--- src/rtl/reg_file32.sv ---
// 31x32 register file, r0 hardwired to zero, $sp (r29) resets to SP_RESET.
// Reads are combinational with no write bypass; writes land on the rising edge and are never stalled.
module reg_file32 #(
   parameter logic [31:0] SP_RESET = 32'h0000_3FFC
) (
   input  logic        clk,
   input  logic        rst_n,
   input  logic        RegWrite,
   input  logic [4:0]  Rw,
   input  logic [31:0] busW,
   input  logic [4:0]  Ra,
   input  logic [4:0]  Rb,
   output logic [31:0] busA,
   output logic [31:0] busB,
   input  logic [4:0]  Rdbg,
   output logic [31:0] busDbg
);

   logic [31:0] regs [1:31];

   always_ff @(posedge clk or negedge rst_n) begin
      if (!rst_n) begin
         for (int i = 1; i < 32; i++) begin
            regs[i] <= (i == 29) ? SP_RESET : 32'h0000_0000;
         end
      end else if (RegWrite && (Rw != 5'd0)) begin
         regs[Rw] <= busW;
      end
   end

   // Index 0 has no storage, so it is decoded before the array lookup.
   always_comb begin
      busA   = 32'h0000_0000;
      busB   = 32'h0000_0000;
      busDbg = 32'h0000_0000;
      if (Ra != 5'd0)
         busA = regs[Ra];
      if (Rb != 5'd0)
         busB = regs[Rb];
      if (Rdbg != 5'd0)
         busDbg = regs[Rdbg];
   end

endmodule

--- config.mk ---
export PLATFORM = sky130hd
export DESIGN_NAME = reg_file32
export DESIGN_NICKNAME = d
export VERILOG_FILES = /design/src/rtl/reg_file32.sv
export SDC_FILE = /design/constraint.sdc
export NUM_CORES = 2
export LEC_CHECK = 0
export CORE_ASPECT_RATIO = 1.5
export CORE_MARGIN = 3
export CORE_UTILIZATION = 41
export DETAILED_ROUTE_END_ITERATION = 10
export PLACE_DENSITY_LB_ADDON = 0.1
export SETUP_SLACK_MARGIN = 0.4
export SYNTH_ARGS = -nofsm -noshare
export SYNTH_HDL_FRONTEND = slang
export SYNTH_SLANG_ARGS = --single-unit
--- constraint.sdc ---
create_clock -name clk -period 6.1 [get_ports clk]
set_clock_uncertainty 0.2 [all_clocks]
set_input_delay 1.83 -clock clk [delete_from_list [all_inputs] [get_ports clk]]
set_output_delay 1.83 -clock clk [all_outputs]
set_load 0.02 [all_outputs]
==> results.txt <==
grt ovf - 0
DP Wirelength - 170 mm
Seq/Total Area, Yosys - 40.1%
placed cells - 7107
drc violations - 0
TritonCTS clock tree - built
drt pass-1 iters - 5
Primary FF master, synth - dfrtp_1
Max VDD drop - 0.000263 V
clock sink count - 992
Rel. slew slack - 3.55%
Synth area leader - dfrtp_1
Pint - 15.4 mW
Comb pwr share - 28.5%
Rows - 174
hold slack - 0.332 ns
vias in the first global route - 50.3k
Cells after Synth - 4977
syn nets - 5032
clock power share - 30.8%
drt wl/cell - 35.9 microns
Total Nets Final - 5570
FFs w/ async S/R, synth - 100%
vias per cell - 6.62
Clock transition at path regs - 0.06 ns
Switch Pwr - 7.33 mW
Net Sw Frac - 32.2%
Core Box Area - 150000 sq um
PD cells - 288 nW/um^2
share of the synthesized area in the top cell type - 39.6%
largest net degree at the start of global routing - 113
Fmax achieved - 173 MHz
Total Routing Usage GR - 33.7%
fin crit period - 5.78 ns
PnR Total Power - 22.8 mW
Required @ worst endpoint - 4.07 ns
sequential share of power - 40.7%
fin cells - 7543
GPL Wtd Cong - 0.922
slack of the critical path - 0.323 ns
share of layout cells above drive strength 1 - 49.0%
Startpoint Class - input pin
YS warnings - 0
Antenna Nets Post-Route - 0
setup_tns - 0 ns
#FFs+latches synth - 992
largest registers - regs x992
status - finished, final reports clean
worst slack after detailed placement - -0.738 ns
Starting DRT DRC Count - 4890
Post-synth top cells - mux2_2 (1067), dfrtp_1 (980), mux2i_1 (955), o22ai_1 (384), nor3_1 (225)
initial core utilization - 41.3%
Die Height - 482 microns
final hold violation count - 0
Netlist cell types - 43
first-pass GRT wire length - 377 mm
total number of vias - 49.9k
RSZ-0062 raised after global routing - true
CTS H-Tree Depth - 3
Routed WL - 271 mm
critical path data arrival time - 3.75 ns
max reg flops - 992
synth top area cells - dfrtp_1 (40%), mux2_2 (19%), mux2i_1 (15%)
register with the most flip-flops - regs
critical path class - in2out
CTS buffer count - 106
synth-to-layout area growth - 27.6%
Top-Level Pins - 151
maximum root-to-sink buffer count - 3
final worst-path cycle share - 94.7%
Avg Inst Size Synth - 12.5 sq um
pins over their slew limit - 0
Crit. End Element - primary output
Die ar. - 156000 sq um
max-cap viol count - 0
worst slew pin tran - 1.44 ns
Worst-Skew Late Latency - 0.76 ns
initial antenna violation count - 15
CP Max Fanout - 13
synthesized area - 62000 sq um
worst hold path class - reg2reg
# setup viols final - 0
PortBufs - 150
leakage power - 35.1 nW
die width - 323 microns
Root Driver - clkbuf_16
top-count cell post-synth - mux2_2
number of synthesized flops with an enable pin - 0
layout make-up:
class,instances,area [sq um]
clock buffers,158,3130
fillers,13000,70900
diodes,4,10.0
repair buffers,973,11600
well taps,1936,2420
flip-flops and latches,992,24800
multi-input cells,3442,36500
clock inverters,38,547
per-layer routing:
layer  track usage (%)  wire length [microns]
met1              44.8                 110000
met2              53.5                 125000
met3              5.61                  20600
met4              16.6                  14700
met5                 0                     47
through the flow:
stage,area (sq um),utilization [%]
2_1_floorplan,62000,-
3_3_place_gp,69000,46.0
3_5_place_dp,69000,46.0
4_1_cts,77400,51.6
5_1_grt,79100,52.7
6_report,79100,52.7
path summary, 6_finish.rpt:
check / end / start / slack, ns / cells past startpoint
hold reg to reg: regs[622] / regs[622] / 0.33 / 1
setup / recovery: busB[30] / Rb[1] / 0.32 / 9
setup reg to reg: regs[180] / regs[180] / 5.04 / 1
max in group asynchronous: regs[410] / rst_n / 3.55 / 2
hold / removal: regs[622] / regs[622] / 0.33 / 1
min in group asynchronous: regs[18] / rst_n / 0.95 / 1
power groups by stage:
stage | Combinational (mW) | Clock (mW) | Sequential, mW
floorplan | 3.90 | 0 | 8.86
global placement | 5.65 | 0 | 9.25
detailed placement | 5.72 | 0 | 9.30
CTS | 6.24 | 7.13 | 9.18
global route | 6.85 | 7.36 | 9.43
finish | 6.48 | 7.02 | 9.26
kinds of logic after synthesis:
family	after synthesis	share of synthesized area (%)
AOI/OAI and AO/OA	765	8.64
buffers and inverters	543	4.72
DFF	992	40.1
muxes	2239	42.3
and+or+nand+nor	438	4.25
worst max-delay path, stage by stage:
cell,delay [ns]
buf_16,0.15
buf_16,0.19
buf_6,0.17
mux2_2,0.34
a221o_1,0.29
o211ai_1,0.29
a211oi_4,0.16
buf_6,0.17
buf_6,0.13
placed cells by master, fill, tap and decap left out, types with 57 or more instances in the layout:
master	count
mux2i_1	951
o22ai_1	355
a221o_1	95
buf_12	160
mux4_2	196
buf_4	528
a22oi_1	70
nor2b_1	57
buf_6	95
nor3_1	154
mux2_2	1067
clkbuf_16	120
dfrtp_1	980
what timing repair did:
item	4_1_cts	5_1_grt
endpoints found under the setup margin	96	82
gates cloned	37	12
setup buffers	128	59
gates resized for setup	703	190
hold buffers	0	0
pin swaps	103	74
(Power assumes the default switching activity.)
